$ cat config.mk
export PLATFORM = sky130hd
export DESIGN_NAME = stream_mux_rr
export DESIGN_NICKNAME = d
export VERILOG_FILES = /design/src/rtl/stream_mux_pkg.sv /design/src/rtl/stream_mux_rr_arbiter.sv /design/src/rtl/stream_mux_rr.sv
export SDC_FILE = /design/constraint.sdc
export NUM_CORES = 1
export LEC_CHECK = 0
export BUFFER_PORTS_ARGS = -buffer_cell sky130_fd_sc_hd__buf_2
export CAP_MARGIN = 20
export CORE_ASPECT_RATIO = 0.6
export CORE_MARGIN = 2
export CORE_UTILIZATION = 40
export CTS_CLUSTER_SIZE = 10
export DETAILED_ROUTE_END_ITERATION = 8
export GPL_ROUTABILITY_DRIVEN = 0
export GPL_TIMING_DRIVEN = 0
export PLACE_DENSITY = 0.79
export SYNTH_ARGS = -nofsm -noshare
export SYNTH_HDL_FRONTEND = slang
export SYNTH_HIERARCHICAL = 1
export SYNTH_SLANG_ARGS = --single-unit
export TNS_END_PERCENT = 1
$ cat constraint.sdc
create_clock -name clk -period 4.3 [get_ports clk]
set_clock_uncertainty 0.2 [all_clocks]
set_input_delay 0.43 -clock clk [delete_from_list [all_inputs] [get_ports clk]]
set_output_delay 0.43 -clock clk [all_outputs]
set_load 0.01 [all_outputs]
$ cat src/rtl/stream_mux_pkg.sv
//------------------------------------------------------------------------------
// stream_mux_pkg : shared modes and output-stage states for stream_mux_rr
// Rev 1.0 - initial release
//------------------------------------------------------------------------------
`default_nettype none

package stream_mux_pkg;

  localparam logic MODE_FIXED = 1'b0;
  localparam logic MODE_RR    = 1'b1;

  typedef enum logic [0:0] {
    ST_EMPTY = 1'b0,
    ST_FULL  = 1'b1
  } state_e;

endpackage : stream_mux_pkg

`default_nettype wire

$ cat src/rtl/stream_mux_rr_arbiter.sv
//------------------------------------------------------------------------------
// rr_arbiter : wrap-around priority search starting at ptr; first request wins
// Rev 1.0 - initial release
//------------------------------------------------------------------------------
`default_nettype none

module rr_arbiter #(
  parameter int N     = 8,
  parameter int IDX_W = $clog2(N)
) (
  input  logic [N-1:0]     req,
  input  logic [IDX_W-1:0] ptr,
  output logic [N-1:0]     grant,
  output logic [IDX_W-1:0] idx,
  output logic             any
);

  always_comb begin
    int                 w_pos;
    logic [IDX_W-1:0]   w_pos_idx;
    grant     = '0;
    idx       = '0;
    any       = 1'b0;
    w_pos     = 0;
    w_pos_idx = '0;
    for (int k = 0; k < N; k++) begin
      // ptr is always < N, so one subtraction is enough to wrap
      w_pos = int'(ptr) + k;
      if (w_pos >= N) begin
        w_pos = w_pos - N;
      end
      w_pos_idx = IDX_W'(w_pos);
      if (!any && req[w_pos_idx]) begin
        any              = 1'b1;
        grant[w_pos_idx] = 1'b1;
        idx              = w_pos_idx;
      end
    end
  end

endmodule : rr_arbiter

`default_nettype wire

$ cat src/rtl/stream_mux_rr.sv
//------------------------------------------------------------------------------
// stream_mux_rr : N-input valid/ready stream mux, fixed or round-robin select,
//                 registered single-beat output stage
// Rev 1.0 - initial release
//------------------------------------------------------------------------------
`default_nettype none

module stream_mux_rr
  import stream_mux_pkg::*;
#(
  parameter int DATA_W = 32,
  parameter int N_IN   = 8,
  parameter int SEL_W  = $clog2(N_IN)
) (
  input  logic                   clk,
  input  logic                   rst,
  input  logic                   mode,
  input  logic [SEL_W-1:0]       sel,
  input  logic [N_IN-1:0]        in_valid,
  output logic [N_IN-1:0]        in_ready,
  input  logic [N_IN*DATA_W-1:0] in_data,
  output logic                   out_valid,
  input  logic                   out_ready,
  output logic [DATA_W-1:0]      out_data,
  output logic [SEL_W-1:0]       out_src
);

  localparam int              c_PAD_N = 2 ** SEL_W;
  localparam logic [SEL_W-1:0] c_LAST = SEL_W'(N_IN - 1);

  state_e             r_state;
  logic               r_out_valid;
  logic [DATA_W-1:0]  r_out_data;
  logic [SEL_W-1:0]   r_out_src;
  logic [SEL_W-1:0]   r_rr_ptr;

  logic [DATA_W-1:0]  w_ch_data [N_IN];
  logic [c_PAD_N-1:0] w_valid_pad;
  logic [c_PAD_N-1:0] w_sel_pad;
  logic [N_IN-1:0]    w_sel_oh;
  logic               w_fixed_win;
  logic [N_IN-1:0]    w_arb_grant;
  logic [SEL_W-1:0]   w_arb_idx;
  logic               w_arb_any;
  logic               w_win;
  logic [SEL_W-1:0]   w_gidx;
  logic [N_IN-1:0]    w_grant_oh;
  logic               w_load_en;
  logic               w_take;
  logic [DATA_W-1:0]  w_sel_data;

  generate
    for (genvar gi = 0; gi < N_IN; gi++) begin : g_ch
      assign w_ch_data[gi] = in_data[gi*DATA_W +: DATA_W];
    end
  endgenerate

  // Padding to a power of two makes out-of-range sel read as "no request"
  always_comb begin
    w_valid_pad            = '0;
    w_valid_pad[N_IN-1:0]  = in_valid;
    w_sel_pad              = '0;
    w_sel_pad[sel]         = 1'b1;
  end

  assign w_sel_oh    = w_sel_pad[N_IN-1:0];
  assign w_fixed_win = w_valid_pad[sel];

  rr_arbiter #(
    .N     (N_IN),
    .IDX_W (SEL_W)
  ) u_arb (
    .req   (in_valid),
    .ptr   (r_rr_ptr),
    .grant (w_arb_grant),
    .idx   (w_arb_idx),
    .any   (w_arb_any)
  );

  assign w_win      = (mode == MODE_RR) ? w_arb_any   : w_fixed_win;
  assign w_gidx     = (mode == MODE_RR) ? w_arb_idx   : sel;
  assign w_grant_oh = (mode == MODE_RR) ? w_arb_grant : w_sel_oh;
  assign w_load_en  = (r_state == ST_EMPTY) | out_ready;
  assign w_take     = w_win & w_load_en & ~rst;
  assign in_ready   = w_take ? w_grant_oh : '0;
  assign w_sel_data = w_ch_data[w_gidx];

  always_ff @(posedge clk) begin
    if (rst) begin
      r_state     <= ST_EMPTY;
      r_out_valid <= 1'b0;
      r_out_data  <= '0;
      r_out_src   <= '0;
      r_rr_ptr    <= '0;
    end else begin
      if (w_take) begin
        r_out_data <= w_sel_data;
        r_out_src  <= w_gidx;
        if (mode == MODE_RR) begin
          r_rr_ptr <= (w_arb_idx == c_LAST) ? '0 : w_arb_idx + SEL_W'(1);
        end
      end
      case (r_state)
        ST_EMPTY: begin
          if (w_take) begin
            r_state     <= ST_FULL;
            r_out_valid <= 1'b1;
          end
        end
        ST_FULL: begin
          if (out_ready && !w_take) begin
            r_state     <= ST_EMPTY;
            r_out_valid <= 1'b0;
          end
        end
        default: begin
          r_state     <= ST_EMPTY;
          r_out_valid <= 1'b0;
        end
      endcase
    end
  end

  assign out_valid = r_out_valid;
  assign out_data  = r_out_data;
  assign out_src   = r_out_src;

endmodule : stream_mux_rr

`default_nettype wire

### Word level (Yosys, flattened, before mapping)

Cells that the tools add are included.

* register bits after elaboration: 40
* input bits: 271
* output and inout port bits: 44
* logic and storage cells: 173

* $add $sub $neg: 16
* $lt $le $gt $ge: 27
* equal/unequal tests: 3
* muxes and demuxes: 82
* bitwise gates (word level): 13
* reductions and logical operators: 27

Operators with widths (count)
* $bmux 32 s3: 1
* $mux 8: 10
* $mux 32: 2
* $or 8x8->8: 7
* $mux 3: 18
* $lt 3x4->1 const B: 9
* $ge 4x4->1 const B: 8
* $mux 1: 31
* $bmux 1 s3: 9
* $demux 1 s3: 9
* $ge 3x1->1 const B: 9
* $sub 3x1->3 const B: 8
* $logic_and 1x1->1: 17
* $add 3x3->4 const B: 4
* $add 3x2->4 const B: 2
* $logic_not 1->1: 8
* $add 3x1->4 const B: 1
* $ge 3x4->1 const B: 1
* $not 3->4: 1
* $pmux 1 s2: 2
* $reduce_and 2->1: 2
* $add 3x1->3 const B: 1
* $eq 3x3->1 const B: 1
* $and 1x1->1: 2
* 4 further kinds: 5

### Depth between registers and ports, before layout

* depth after elaboration: 33
* gate-level depth with buffers: 20

### Hierarchy

Netlist, hierarchy kept.

Modules (own cells, without submodules)
* stream_mux_rr: instances 1, cells each 646, area an instance 3809.9 µm²
* rr_arbiter: instances 1, cells each 139, area an instance 1272.5 µm²

### Worst setup path after synthesis

OpenSTA, ideal clock, no wires.

* path type: flip-flop to flip-flop
* start point: register r_rr_ptr[0]
* end point: register r_out_data[10] (netlist: out_data[10])
* setup time: 146 ps
* data arrival time: 3899 ps
* data required time: 3954 ps
* path slack: 55 ps
* stages on the path, launching flop included: 18
* buffers on the path: 4
* cell sequence: dfxtp_1 > buf_6 > buf_12 > buf_12 > clkinv_1 > ha_1 > xnor2_2 > mux4_2 > nand4b_1 > o211ai_1 > nor2_1 > a32oi_1 > inv_1 > a32oi_2 > buf_2 > a21oi_1 > nor4_1 > a211oi_2

* longest elaborated chain between the ends: 31

Ends and longest elaborated chain
* start, declared: line stream_mux_rr.sv:35 `logic [SEL_W-1:0] r_rr_ptr;`
* start signal, assigned: line stream_mux_rr.sv:100 `r_rr_ptr <= (w_arb_idx == c_LAST) ? '0 : w_arb_idx + SEL_W'(1);`
* branches (longest 25 deep; another with $add 3x1->4)
* $mux 3 *: line stream_mux_rr_arbiter.sv:33 `if (!any && req[w_pos_idx]) begin`
* named net w_arb_idx[0]: line stream_mux_rr.sv:43 `logic [SEL_W-1:0] w_arb_idx;`
* $mux 3 *: line stream_mux_rr.sv:81 `assign w_gidx = (mode == MODE_RR) ? w_arb_idx : sel;`
* $not 3->4 (not written as such) *: line stream_mux_rr.sv:86 `assign w_sel_data = w_ch_data[w_gidx];`
* $bmux 32 s3 *: line stream_mux_rr.sv:86
* $mux 32 (not written as such) * (2 in series): line stream_mux_rr.sv:86
* end signal, assigned: line stream_mux_rr.sv:97 `r_out_data <= w_sel_data;`
* end, declared: line stream_mux_rr.sv:33 `logic [DATA_W-1:0] r_out_data;`

Mark *: on every way through the listed nets, which the timed path passes. The select of a mux whose other input is x is not followed.
A chain may end at the register's enable or synchronous reset.

### Worst setup path in the final report

* start point: register r_rr_ptr[0]
* end point: register r_out_data[17] (netlist: out_data[17])

Same word-level chain as after synthesis.

==> reports/metrics.cfg <==
[outcome]
status=finished, violations left
violations=setup timing

[detailed_routing]
ant_nets=0
dr_total_vias=7996
vias_per_cell=6.13
firstDrtPassIters=6
drt_iter0_markers=988
drc=0
wl_per_cell_um=21.3
wl_um=27700

[worst_setup_path]
slowest_stage=nor4_4
cp.arrival_ns=4.28
crit_start=r_rr_ptr[0]
critical_path_class=flop to flop
max_stage_delay_ns=0.37
reg2reg_from=r_rr_ptr[0]
cp.required_ns=4.24
end_kind=flop
timing.critical_path.from_type=flop
critical_path.max_fanout=10
path_cells=buf_6 -> buf_12 -> buf_12 -> inv_8 -> ha_4 -> inv_1 -> mux4_2 -> nand3_4 -> buf_6 -> nor4_4 -> a211o_1 -> o211ai_1 -> mux2_2 -> buf_4 -> buf_4 -> nand2_1 -> a21oi_1 -> nor4_2 -> a211oi_2

[yosys]
synth_edf_count=0
ys_warn_count=6
ys_types=62
syn_nets=1064
avgSynthCellArea_um2=6.47
synthesis.area_um2=5080
ys_dominant_reg_cell=dfxtp_1
postSynth.asyncResetShare_pct=0
ys_ff_latch=40
synth_seq_area_share_pct=15.8
syn_inst=785

[power_and_ir_drop]
power_frac_comb_pct=77.0
leakagePower_nw=3.64
power_mw=3.96
power_frac_seq_pct=12.0
pwr-share-clk_pct=11.0
p_switching_mw=2.02
peakVddDrop_mv=0.245
intPower_mw=1.94
power_density_nw_per_um2=508
switching_share_pct=51.0

[cts]
cts-buffers-inserted=5
root_buffer=clkbuf_16
clock_sinks=40
ctsHoldBuffers=0
clkSlewWorstSetupHoldPaths_ns=0.06
clockBufferDepth=2
clkLatencyLatePin_ns=0.28
h-tree-depth=2
cts_tree=done

[final_layout]
postLayoutCellArea_um2=7800
num-nets-final=1416
area_delta_synth_final_pct=53.5
final_layout_size_suffix_gt1_share_pct=44.0

[floorplan]
dieArea_um2=13700
num_rows=31
die_w_um=150
initial_core_util_pct=41.6
ioPinCount=315
core_um2=12200
fp.dieH_um=91.3

[flow_run]
cap_violations=0

[placed_design]
dp_hpwl_um=20400
dpl-instance-area_um2=6860
portBuffers=313

[min_path]
min_path_type=flop to flop
hold_start=out_valid

[timing]
maxSlewHeadroom_pct=49.1
period_share_pct=101
fin_ws_ns=-0.0405
slew_violations=0
rsz0062_at_grt=true
fmax_mhz=230
min_period_ns=4.34
finalSetupViolCount=10
worst_pin_slew_ns=0.742
hold_viol=0

[grt]
grt_pass1_wl_um=38700
gr-total-overflow=0
antenna_found_initial=3
grt_pass1_vias=6989
track_usage_pct=36.7
grt_max_degree=14

-- cells by family after synthesis --
logic type | share of synthesized area, %
multiplexers | 11.1
flip-flops | 15.8
buffers and inverters | 7.63
AND/OR/NAND/NOR | 33.5
AO/OA/AOI/OAI | 29.0
XOR/XNOR | 1.13
adder cells (fa/ha/maj) | 1.97
-- metrics by stage --
step	utilization, %	setup slack, ns	setup TNS, ns	hold WS [ns]	std cells
floorplan	-	0.0554	0	0.262	785
global placement	56.1	-1.31	-37.36	0.246	1263
detailed placement	56.1	-1.26	-39.18	0.250	1263
CTS	61.8	0.00352	0	0.261	1290
global route	63.8	-0.126	-2.78	0.284	1305
finish	63.8	-0.0405	-0.223	0.259	1305
-- power by group through the flow --
| stage | registers [mW] | logic, mW | clock network [mW] |
|---|---|---|---|
| 6_report | 0.474 | 3.05 | 0.435 |
| 5_1_grt | 0.482 | 3.20 | 0.455 |
| 4_1_cts | 0.471 | 2.71 | 0.438 |
| 3_5_place_dp | 0.475 | 2.28 | 0 |
| 3_3_place_gp | 0.473 | 2.26 | 0 |
| 2_1_floorplan | 0.498 | 1.52 | 0 |
-- cell type report --
class	count	area (um^2)
timing repair buffer	347	1840
multi-input combinational	674	4230
clock buffer	5	125
tap	165	206
buffer	63	519
sequential	40	807
clock inverter	3	42.5
antenna	2	5.00
fill	1122	4420
inverter	6	30.0
-- final timing paths --
check	depth (start not counted)	endpoint	slack (ns)
worst max-delay path	19	out_data[17]	-0.04
worst min-delay path	1	out_valid	0.26
worst max register to register	19	out_data[17]	-0.04
worst min register to register	1	out_valid	0.26
-- worst max-delay path, delay by kind of cell (launching register included) --
kind,cells,cell delay (ns)
AO/OA/AOI/OAI,4,0.55
AND/OR/NAND/NOR,4,0.93
flip-flops,1,0.35
multiplexers,2,0.63
buffers and inverters,8,1.18
adder cells (fa/ha/maj),1,0.32
-- registers in the layout (all words and copies together) (netlist names) --
signal,flops
r_rr_ptr,3
out_src,3
out_data,32
out_valid,1
r_state,1
-- Yosys cell counts, drive strengths merged, types with 3 or more instances --
| library cell | n | area [um^2] |
|---|---|---|
| a211oi | 33 | 333 |
| a21oi | 140 | 723 |
| a221oi | 4 | 35.0 |
| a22o | 4 | 35.0 |
| a22oi | 3 | 22.5 |
| a32oi | 10 | 95.1 |
| buf | 39 | 268 |
| clkbuf | 26 | 97.6 |
| dfxtp | 40 | 801 |
| ha | 8 | 100 |
| inv | 5 | 18.8 |
| mux2 | 7 | 82.6 |
| mux2i | 20 | 216 |
| mux4 | 11 | 263 |
| nand2 | 278 | 1040 |
| nand2b | 4 | 25.0 |
| nand3 | 4 | 25.0 |
| nand4 | 4 | 25.0 |
| nor2 | 51 | 191 |
| nor2b | 4 | 25.0 |
| nor3 | 8 | 40.0 |
| nor4 | 37 | 244 |
| o211ai | 6 | 45.0 |
| o21ai | 8 | 40.0 |
| or3 | 3 | 18.8 |
-- layer usage --
| layer | global-route usage, % | up-vias | routed length (um) |
|---|---|---|---|
| li1 | - | 3511 | - |
| met1 | 50.1 | 3606 | 10300 |
| met2 | 57.1 | 738 | 12200 |
| met3 | 9.80 | 139 | 4040 |
| met4 | 10.0 | 2 | 1180 |
| met5 | 0 | - | 13 |
-- layout by cell type (no fill, tap or decap), types with 3 or more instances in the layout --
master     Yosys  layout
nor3_1         8       7
ha_1           8       5
o21ai_1        3       3
nand2b_1       4       4
clkbuf_4       0      14
a22o_1         4       4
buf_12         2       3
nand3_1        3       3
o21ai_0        5       5
buf_4          2      48
inv_1          5       3
dfxtp_1       40      37
mux2i_2        1       4
nand2_1      278     277
mux2_2         4       4
nand4_1        4       4
nor4_2         2      23
a211oi_1      16      16
a32oi_1        9       7
clkbuf_8       0       3
clkbuf_1      26       7
a211oi_2      17      17
o211ai_1       6       6
mux4_2         7       8
a21oi_2        0       4
buf_6          6      14
clkbuf_16      0       5
a22oi_1        3       3
a21oi_1      138     134
a32oi_4        0       3
nor2_1        51      50
mux2i_1       18      14
buf_2         29     320
nor2b_1        4       4
mux4_1         4       3
nor4_1        35      13
-- timing repair --
item / 4_1_cts / 5_1_grt
gates cloned: 2 / 0
setup endpoints to repair: 48 / 40
resized for setup: 89 / 60
setup buffers: 19 / 13
pin swaps: 9 / 20
Note: power is estimated with default switching activity, not from simulation.
